[config.mk]
export PLATFORM = sky130hd
export DESIGN_NAME = uart_tx_arbiter
export DESIGN_NICKNAME = d
export VERILOG_FILES = /design/src/rtl/uart_tx_arbiter.sv
export SDC_FILE = /design/constraint.sdc
export NUM_CORES = 1
export LEC_CHECK = 0
export ABC_AREA = 1
export CORE_ASPECT_RATIO = 0.6
export CORE_UTILIZATION = 45
export CTS_CLUSTER_DIAMETER = 40
export DETAILED_ROUTE_END_ITERATION = 7
export PLACE_DENSITY = 0.82
export SYNTH_ARGS = -nofsm -noshare
export SYNTH_HDL_FRONTEND = slang
export SYNTH_SLANG_ARGS = --single-unit
[constraint.sdc]
create_clock -name CLK -period 2.1 [get_ports CLK]
set_input_delay 0.42 -clock CLK [delete_from_list [all_inputs] [get_ports CLK]]
set_output_delay 0.42 -clock CLK [all_outputs]
set_load 0.01 [all_outputs]
[src/rtl/uart_tx_arbiter.sv]
// Round-robin packetiser sharing one UART TX byte port: SYNC, ID, LEN, payload, XOR checksum.
// Grant 1 cycle after request, one byte per cycle; i_uart_ready low freezes state, byte and counters.
module uart_tx_arbiter #(
  parameter int         NumSources = 4,
  parameter logic [7:0] SyncByte   = 8'hA5
) (
  input  logic                    CLK,
  input  logic                    RST,
  input  logic [NumSources-1:0]   i_req,
  input  logic [8*NumSources-1:0] i_len,
  input  logic [NumSources-1:0]   i_valid,
  input  logic [8*NumSources-1:0] i_data,
  output logic [NumSources-1:0]   o_grant,
  output logic [NumSources-1:0]   o_ack,
  output logic [NumSources-1:0]   o_done,
  output logic [7:0]              o_frame,
  output logic                    o_frame_valid,
  input  logic                    i_uart_ready
);

  localparam int IW = (NumSources > 1) ? $clog2(NumSources) : 1;

  typedef enum logic [2:0] {IDLE, SYNC, ID, LEN, PAYLOAD, CSUM} state_t;

  state_t                r_state;
  logic [IW-1:0]         r_ptr;
  logic [IW-1:0]         r_gidx;
  logic [NumSources-1:0] r_grant;
  logic [7:0]            r_cnt;
  logic [7:0]            r_csum;
  logic [7:0]            r_frame;
  logic                  r_frame_valid;

  logic                  w_found;
  logic                  w_hi_found;
  logic [IW-1:0]         w_hi;
  logic [IW-1:0]         w_lo;
  logic [IW-1:0]         w_pick;
  logic [NumSources-1:0] w_pick_oh;
  logic [7:0]            w_len_pick;
  logic [7:0]            w_src_data;
  logic                  w_src_valid;
  logic [7:0]            w_out_byte;
  logic                  w_out_valid;
  logic                  w_xfer;
  logic [IW-1:0]         w_ptr_next;

  // Descending scan leaves the lowest requester at/after the pointer in w_hi, lowest overall in w_lo.
  always_comb begin
    w_found    = 1'b0;
    w_hi_found = 1'b0;
    w_hi       = '0;
    w_lo       = '0;
    for (int k = NumSources - 1; k >= 0; k--) begin
      if (i_req[k]) begin
        w_found = 1'b1;
        w_lo    = IW'(k);
        if (IW'(k) >= r_ptr) begin
          w_hi_found = 1'b1;
          w_hi       = IW'(k);
        end
      end
    end
    w_pick = w_hi_found ? w_hi : w_lo;

    w_pick_oh  = '0;
    w_len_pick = '0;
    for (int k = 0; k < NumSources; k++) begin
      if (IW'(k) == w_pick) begin
        w_pick_oh[k] = 1'b1;
        w_len_pick   = i_len[8*k +: 8];
      end
    end
  end

  always_comb begin
    w_src_data  = '0;
    w_src_valid = 1'b0;
    for (int k = 0; k < NumSources; k++) begin
      if (r_grant[k]) begin
        w_src_data  = w_src_data | i_data[8*k +: 8];
        w_src_valid = w_src_valid | i_valid[k];
      end
    end
  end

  // Only the payload phase passes the source straight through; header and checksum are registered.
  assign w_out_byte  = (r_state == PAYLOAD) ? w_src_data  : r_frame;
  assign w_out_valid = (r_state == PAYLOAD) ? w_src_valid : r_frame_valid;
  assign w_xfer      = w_out_valid & i_uart_ready;
  assign w_ptr_next  = (r_gidx == IW'(NumSources - 1)) ? '0 : r_gidx + 1'b1;

  assign o_frame       = w_out_byte;
  assign o_frame_valid = w_out_valid;
  assign o_grant       = r_grant;
  assign o_ack         = ((r_state == PAYLOAD) && w_xfer) ? r_grant : '0;
  assign o_done        = ((r_state == CSUM) && w_xfer) ? r_grant : '0;

  always_ff @(posedge CLK) begin
    if (RST) begin
      r_state       <= IDLE;
      r_ptr         <= '0;
      r_gidx        <= '0;
      r_grant       <= '0;
      r_cnt         <= '0;
      r_csum        <= '0;
      r_frame       <= '0;
      r_frame_valid <= 1'b0;
    end else begin
      case (r_state)
        IDLE: begin
          if (w_found) begin
            r_grant       <= w_pick_oh;
            r_gidx        <= w_pick;
            r_cnt         <= w_len_pick;
            r_csum        <= '0;
            r_frame       <= SyncByte;
            r_frame_valid <= 1'b1;
            r_state       <= SYNC;
          end
        end
        SYNC: begin
          if (w_xfer) begin
            r_frame <= 8'(r_gidx);
            r_state <= ID;
          end
        end
        ID: begin
          if (w_xfer) begin
            r_csum  <= r_csum ^ r_frame;
            r_frame <= r_cnt;
            r_state <= LEN;
          end
        end
        LEN: begin
          if (w_xfer) begin
            r_csum <= r_csum ^ r_frame;
            if (r_cnt == 8'd0) begin
              r_frame <= r_csum ^ r_frame;
              r_state <= CSUM;
            end else begin
              r_frame       <= '0;
              r_frame_valid <= 1'b0;
              r_state       <= PAYLOAD;
            end
          end
        end
        PAYLOAD: begin
          if (w_xfer) begin
            r_csum <= r_csum ^ w_src_data;
            r_cnt  <= r_cnt - 8'd1;
            if (r_cnt == 8'd1) begin
              r_frame       <= r_csum ^ w_src_data;
              r_frame_valid <= 1'b1;
              r_state       <= CSUM;
            end
          end
        end
        CSUM: begin
          if (w_xfer) begin
            r_grant       <= '0;
            r_ptr         <= w_ptr_next;
            r_frame       <= '0;
            r_frame_valid <= 1'b0;
            r_state       <= IDLE;
          end
        end
        default: r_state <= IDLE;
      endcase
    end
  end

endmodule

# --- Yosys cells after proc, flatten, opt, wreduce, memory -nomap -nowiden ---
# Cells that the tools add are included.
totals:
  register_bits: 36
  in_bits: 75
  out_inout_bits: 21
  word_cells: 142
op_classes:
  add_sub_neg: 2
  magnitude_cmp: 4
  n_eq_ne: 19
  n_mux: 81
  bitwise_logic: 9
  n_reduce_logical: 19
op_table:
  columns: ["operator", "count"]
  rows:
  - ["$mux W8", 22]
  - ["$pmux W8 S6", 1]
  - ["$mux W1", 28]
  - ["$mux W2", 14]
  - ["$or A8 B8 Y8", 3]
  - ["$pmux W8 S3", 1]
  - ["$mux W3", 7]
  - ["$pmux W3 S6", 1]
  - ["$mux W4", 4]
  - ["$pmux W8 S2", 1]
  - ["$xor A8 B8 Y8", 2]
  - ["$ne A2 B2 Y1 const B", 7]
  - ["$reduce_and A7 Y1", 2]
  - ["$eq A8 B1 Y1 const B", 1]
  - ["$logic_not A8 Y1", 1]
  - ["$pmux W4 S2", 1]
  - ["$reduce_and A8 Y1", 1]
  - ["$sub A8 B1 Y8 const B", 1]
  - ["$eq A3 B2 Y1 const B", 2]
  - ["$eq A3 B3 Y1 const B", 2]
  - ["$reduce_and A3 Y1", 2]
  - ["$reduce_bool A6 Y1", 1]
  - ["$eq A2 B2 Y1 const A", 2]
  - ["$ge A1 B2 Y1 const A", 2]
  - ["18 further kinds", 25]

# --- Longest topological paths before layout ---
# Gate-level depths: netlist (run 1).
logic_depth:
  depth_word: 17
  mapped_depth: 13

# --- Worst setup path after synthesis (run 1) ---
# OpenSTA, ideal clock, no wires.
synth_timing:
  path_type: "register to output"
  start: "reg r_state[2]"
  end: "out o_frame[5]"
  t_arrival_ns: 1.417
  required_time_ns: 1.680
  path_slack_ns: 0.263
  path_stages_with_launch: 8
  path_buffers: 3
  cell_sequence: "dfxtp_1 buf_4 inv_2 nor2_8 inv_1 clkbuf_1 buf_2 o21ai_0"
synth_via:
  elab_chain_len: 2
synth_rtl:
  columns: ["item", "line_no", "source"]
  rows:
  - ["start: declaration", "25", "state_t r_state;"]
  - ["start signal: assignment", "101", "r_state <= IDLE;"]
  - ["start signal: assignment", "119", "r_state <= SYNC;"]
  - ["start signal: assignment", "125", "r_state <= ID;"]
  - ["$eq A3 B3 Y1", "88", "assign w_out_byte = (r_state == PAYLOAD) ? w_src_data : r_frame;"]
  - ["$mux W8", "88", null]
  - ["end: declaration", "16", "output logic [7:0] o_frame,"]
# Every way passes these cells.

# --- Worst setup path in the final report (run 1) ---
layout_timing:
  start: "in i_data[4]"
  end: "out o_frame[4]"
layout_via:
  elab_chain_len: 8
layout_rtl:
  columns: ["item", "line_no", "source"]
  rows:
  - ["start: declaration", "12", "input logic [8*NumSources-1:0] i_data,"]
  - ["$mux W8 (*)", "80", "if (r_grant[k]) begin"]
  - ["$or A8 B8 Y8", "81", "w_src_data = w_src_data | i_data[8*k +: 8];"]
  - ["$mux W8 (*)", "80", null]
  - ["$or A8 B8 Y8", "81", null]
  - ["$mux W8 (*)", "80", null]
  - ["$or A8 B8 Y8", "81", null]
  - ["$mux W8 (*)", "80", null]
  - ["$mux W8 (*)", "88", null]
# Mark *: on every way between the ends. The rest lies on a longest branch, timed or not.

==> reports/summary.txt, run 1 <==
# nets final: 757
die width: 108 µm
Global Route Usage Sum: 0.318
Cell variety after synth: 35
Synth area leaders: dfxtp_1 (24%), nand2_1 (18%), nor2_1 (13%), inv_1 (6.5%), o21ai_0 (6.2%)
Root Driver: clkbuf_16
crit-path max cell delay: 400 ps
Register-to-Register Path Depth: 13
hold path startpoint: r_ptr[0]$_SDFFE_PP0P_
Setup crit start: i_data[4]
met3 usage: 0.0768
clk_skew: 12.0 ps
# IOs: 96
vias in the first global route: 3705
Final Max Tran Viols: 0
max-cap viol count: 0
Pwr Density: 1210 nW/µm²
pin count of the biggest net entering global routing: 26
Synth Cell Area: 3050 µm²
Vias/cell: 5.35
Most Crowded Layer GR: met2
Psw: 2620 µW
pre-CTS setup slack: -483 ps
Port Buf Inserts: 95
Seq pwr share: 0.202
worst-margin pin slew: 412 ps
Slowest cell on crit path: clkdlybuf4s50_1
DRT Pass-1 Iters: 6
Slew headroom: 0.724
outcome: finished, final reports clean
total core area: 6330 µm²
Die Height: 65.8 µm
Critical R2R Launch: r_state[1]$_SDFFE_PP0P_
hold worst-path end: r_ptr[0]$_SDFFE_PP0P_
Die ar.: 7130 µm²
Final ANT Viol Nets: 0
n_diodes: 0
post-synthesis cell count: 536
peak supply drop: 0.721 mV
gr ovfl total: 0
clk buf depth: 2
syn_area_per_cell: 5.69 µm²
Clock transition at path regs: 60 ps
Min-Delay Path Class: register to register
Site Rows: 22
r2r setup slk: 220 ps
filler cell count: 469
Largest delay share family, worst path: buffers and inverters
Final HPWL DP: 8500 µm
post-route insts no fill: 764
top_reg_cell synth: dfxtp_1
via count: 4090
Final Hold Vio Count: 0
fin crit share: 0.969
register area share after synthesis: 0.236
CP Max Fanout: 3
Area Overhead vs Synth: 54.0%
Pwr Total: 5690 µW
final RePlAce weighted congestion: 0.932
startpoint types: input port
Synth top area share: 0.236
Mapped Nets: 614
initial antenna violation count: 0
Post-synth EDFFs: 0
min Tclk post-route: 2040 ps
Reg-to-Reg End: r_cnt[3]$_SDFFE_PP0P_
Hold Path Stages: 2
ys async rst share: 0
Cell Int Power: 3070 µW
Hold Worst Slack: 488 ps
Critical Path Sink Type: primary output
grt met2 use: 0.515
WP buf/inv: 2
Clock Power Share: 0.151
TritonCTS Buffers: 5
Switching Fraction: 0.460
clk_lat worst skew: 290 ps
Wirelength per Cell: 14.6 µm
Gate power share: 0.647
Synth Register Bits: 36
H-tree levels: 2
Req. time, crit path: 1680 ps
largest area contributor in the netlist: dfxtp_1
GR Util met1: 0.427
Detailed Route Iter0 Violations: 465
placed insts: 753
CP arrival: 1620 ps
share of layout cells above drive strength 1: 0.176
first-pass GRT wire length: 17500 µm
starting density of the core: 0.482
# setup viols final: 0
# DRC: 0
CP Class: input port to primary output
Yosys warnings: 0
CTS Hold Bufs: 0
clock sinks: 36
RSZ-0062 raised after global routing: true
worst-path cell chain: clkdlybuf4s50_1, a22o_1, nor2_1, o21ai_1, clkdlybuf4s15_1
Static Leak: 0.00233 µW
Fmax: 0.491 GHz
setup ws final: 64.8 ps
CTS tree: built
Total Wirelength: 11200 µm
cells by family (layout without fill, tap and decap cells):
kind of cell,count (synthesis),count (layout),share of synthesized area
simple gates,322,322,0.453
compound gates,86,86,0.165
buf+inv,79,223,0.105
flops,36,36,0.236
xor+xnor,10,10,0.0287
fa+ha+maj,3,3,0.0123
power by group through the flow:
stage          Sequential (µW)  Clock [µW]  Combinational [µW]
2_1_floorplan             1090           0                2110
3_3_place_gp              1130           0                3320
3_5_place_dp              1140           0                3420
4_1_cts                   1130         867                3440
5_1_grt                   1170         899                4050
6_report                  1150         861                3680
worst max-delay path by stage:
stage / end / depth (start not counted)
detailed placement: o_done[1] / 9
CTS: r_frame[1]$_SDFFE_PP0P_ / 15
global placement: o_done[3] / 9
global route: o_ack[2] / 8
floorplan: o_frame[5] / 7
finish: o_frame[4] / 5
area by class of cell:
cell class / count / area (µm²) / share of cell area
Clock buffer: 5 / 125 / 0.0266
Clock inverter: 3 / 42.5 / 0.00905
Inverter: 60 / 225 / 0.0479
Multi-Input combinational cell: 421 / 2080 / 0.442
Sequential cell: 36 / 722 / 0.154
Tap cell: 84 / 105 / 0.0224
Timing Repair Buffer: 155 / 1400 / 0.299
sequential cells by signal (all words and copies together) (netlist names):
register       flops
r_ptr              2
r_cnt              8
r_gidx             2
r_frame            8
r_frame_valid      1
r_csum             8
r_state            3
o_grant            4
metrics by stage:
stage / utilization / setup TNS (ps) / cell area [µm²]
after floorplan: - / 0 / 3050
after global placement: 0.708 / -4910 / 4480
after detailed placement: 0.708 / -6420 / 4480
after CTS: 0.733 / -24.8 / 4640
after global routing: 0.742 / -0.455 / 4700
final: 0.742 / 0 / 4700
metal layers:
| metal | vias up | share of wire | wire length [µm] |
|---|---|---|---|
| met5 | - | 0 | 0 |
| met4 | 0 | 0.0098 | 109 |
| li1 | 1999 | - | - |
| met1 | 1851 | 0.45 | 5020 |
| met2 | 226 | 0.42 | 4730 |
| met3 | 14 | 0.12 | 1300 |
cells in the final DEF (no fill, tap or decap), drive strengths merged:
master	n
nand2	149
nor2	116
clkdlybuf4s50	74
buf	68
inv	59
o21ai	40
nand3	38
dfxtp	36
a21oi	26
a22o	12
nand4	11
clkbuf	11
xor2	9
o211ai	5
dlymetal6s2s	4
nor3	3
ha	3
or2	3
o21a	2
clkdlybuf4s15	2
clkinv	2
and2	1
xnor2	1
o2111ai	1
nand3b	1
clkinvlp	1
bufinv	1
dlygate4sd2	1
tightest hold or removal path: stages, from the launching register on:
cell and delay, ps:
dfxtp_1 320, nand2_1 70, a21oi_1 50
timing repair:
item                                    CTS  global route
gates cloned                              0             1
setup buffers                             2             1
endpoints found under the setup margin   17            33
pin swaps                                 4            13
resized for setup                        57            30
cells in the mapped netlist (all sizes together) (3+ instances only):
master and number:
nor2 116, nor3 3, clkbuf 9, xor2 9, or2 3, a22o 12, inv 59, nand4 11
o211ai 5, ha 3, o21ai 40, nand3 38, buf 10, dfxtp 36, nand2 149, a21oi 26
(Power assumes the default switching activity.)
==> run 2: changes to the inputs <==
--- a/config.mk
+++ b/config.mk
@@ -6,6 +6,7 @@
 export NUM_CORES = 1
 export LEC_CHECK = 0
 export ABC_AREA = 1
+export ABC_CLOCK_PERIOD_IN_PS = 2100
 export CORE_ASPECT_RATIO = 0.6
 export CORE_UTILIZATION = 45
 export CTS_CLUSTER_DIAMETER = 40
==> results of run 2 <==
Final layout, timing and power as in run 1 (identical DEF).
==> variant: new RTL, flow settings as in run 1 <==
Re-encode `state_t` (6 states) as one-hot, 6 bits wide.
--- a/src/rtl/uart_tx_arbiter.sv
+++ b/src/rtl/uart_tx_arbiter.sv
@@ -20,7 +20,7 @@
 
   localparam int IW = (NumSources > 1) ? $clog2(NumSources) : 1;
 
-  typedef enum logic [2:0] {IDLE, SYNC, ID, LEN, PAYLOAD, CSUM} state_t;
+  typedef enum logic [5:0] {IDLE = 6'b000001, SYNC = 6'b000010, ID = 6'b000100, LEN = 6'b001000, PAYLOAD = 6'b010000, CSUM = 6'b100000} state_t;
 
   state_t                r_state;
   logic [IW-1:0]         r_ptr;
Formal check against the unedited RTL: same outputs for any inputs over 4 cycles, from zero or initial values and one cycle with RST high; so few cycles prove little.
==> variant against run 1 <==
First-iteration DRC count fell by 13%; cell count increased by 5.4%; worst setup slack improved by 0.0037 ns; utilization decreased by 2.2 points; wire length is 6.1% higher; register-to-register slack worse by 0.10 ns; global-route usage decreased by 2.4 points; design area grew 5.9%; sequential cell count is 3 higher; area after synthesis rose by 8.8%; power is 4.3% higher; count of clock-buffer cells in the layout rose by 2; sequential share of layout area grew 0.46 points; highest routed layer unchanged.
==> variant: results (changes against run 1) <==
[synthesis]
synth-seq-area-share_pct=23.5  ; was 23.6%
synthTopCellsByArea=dfxtp_1, nand2_1, nor2_1  ; unchanged
synth_nets=654  ; was 614
synth.avg_cell_area_um2=5.77  ; was 5.69 um2
yosys_register_bits=39  ; was 36

[finish]
finalNetCount=795  ; was 757
final_cells=805  ; was 764
clockBufferCount=7  ; was 5
clkCellAreaFrac_pct=3.22  ; was 3.57%
multi_input_cells=461  ; was 421
design_area_mm2=0.00497  ; was 0.00470 mm2
multi_input_area_share_pct=46.5  ; was 44.2%
num-nonclk-buffers=150  ; was 155
buf_share_pct=27.7  ; was 29.9%
drive_above_1_share_pct=18.0  ; was 17.6%

[cts]
cts_setup_buffers=1  ; was 2
cts.root.buffer_cell=clkbuf_16  ; unchanged

[place]
gp_congestion=0.899  ; was 0.932
dpl_worst_slack_ns=-0.391  ; was -0.483 ns
dp.cells=788  ; was 753

[global_route]
groute.usage.overall_pct=29.4  ; was 31.8%
grt_pass1_wl_um=17800  ; was 17500 um
grt_max_degree=26  ; unchanged

[power]
vdd_drop_max_uv=579  ; was 721 uV
swShare_pct=48.6  ; was 46.0%
p_leak_nw=2.44  ; was 2.33 nW
pwr-share-seq_pct=23.5  ; was 20.2%
clk-power_w=0.000821  ; was 0.000861 W

[sta]
setup_ws_ns=0.0685  ; was 0.0648 ns
clock_skew_ns=0.00728  ; was 0.0120 ns
slew_headroom_pct=72.3  ; was 72.4%
whs_ns=0.472  ; was 0.488 ns

[drt]
firstDrtPassIters=5  ; was 6
drt_iter0_markers=404  ; was 465
vias=4352  ; was 4090
routed_wl_um=11800  ; was 11200 um

[setup_path]
cp_max_fo=10  ; was 3
ff2ff_setup_slack_ns=0.12  ; was 0.22 ns
slowest_stage=dfxtp_2  ; was clkdlybuf4s50_1

[status]
status=complete, no violations  ; unchanged

==> variant: logic make-up (layout without fill, tap and decap cells) <==
family / Yosys count / in the layout / synth area share (%)
xor gates and xnor gates: 9 / 9 / 2.37
DFF: 39 / 39 / 23.5
adders and majority gates: 3 / 3 / 1.13
buffers and inverters: 76 / 218 / 9.31
AOI/OAI and AO/OA: 83 / 83 / 13.5
and+or+nand+nor: 366 / 366 / 50.2
==> variant: final timing paths <==
kind                                                 to                    start  cells after the start
worst max-delay path                         o_frame[5]  r_state[3]$_SDFFE_PP0P_                      5
worst min-delay path              r_ptr[0]$_SDFFE_PP0P_    r_ptr[0]$_SDFFE_PP0P_                      2
worst min register to register    r_ptr[0]$_SDFFE_PP0P_    r_ptr[0]$_SDFFE_PP0P_                      2
worst max register to register  r_frame[4]$_SDFFE_PP0P_  r_state[5]$_SDFFE_PP0P_                     11
==> variant: per-layer routing <==
metal  GRT usage [%]  part of all wire, %
met1            40.0                   46
met2            49.5                   43
met3            5.16                   10
met4            6.74                  1.5
met5               0                    0
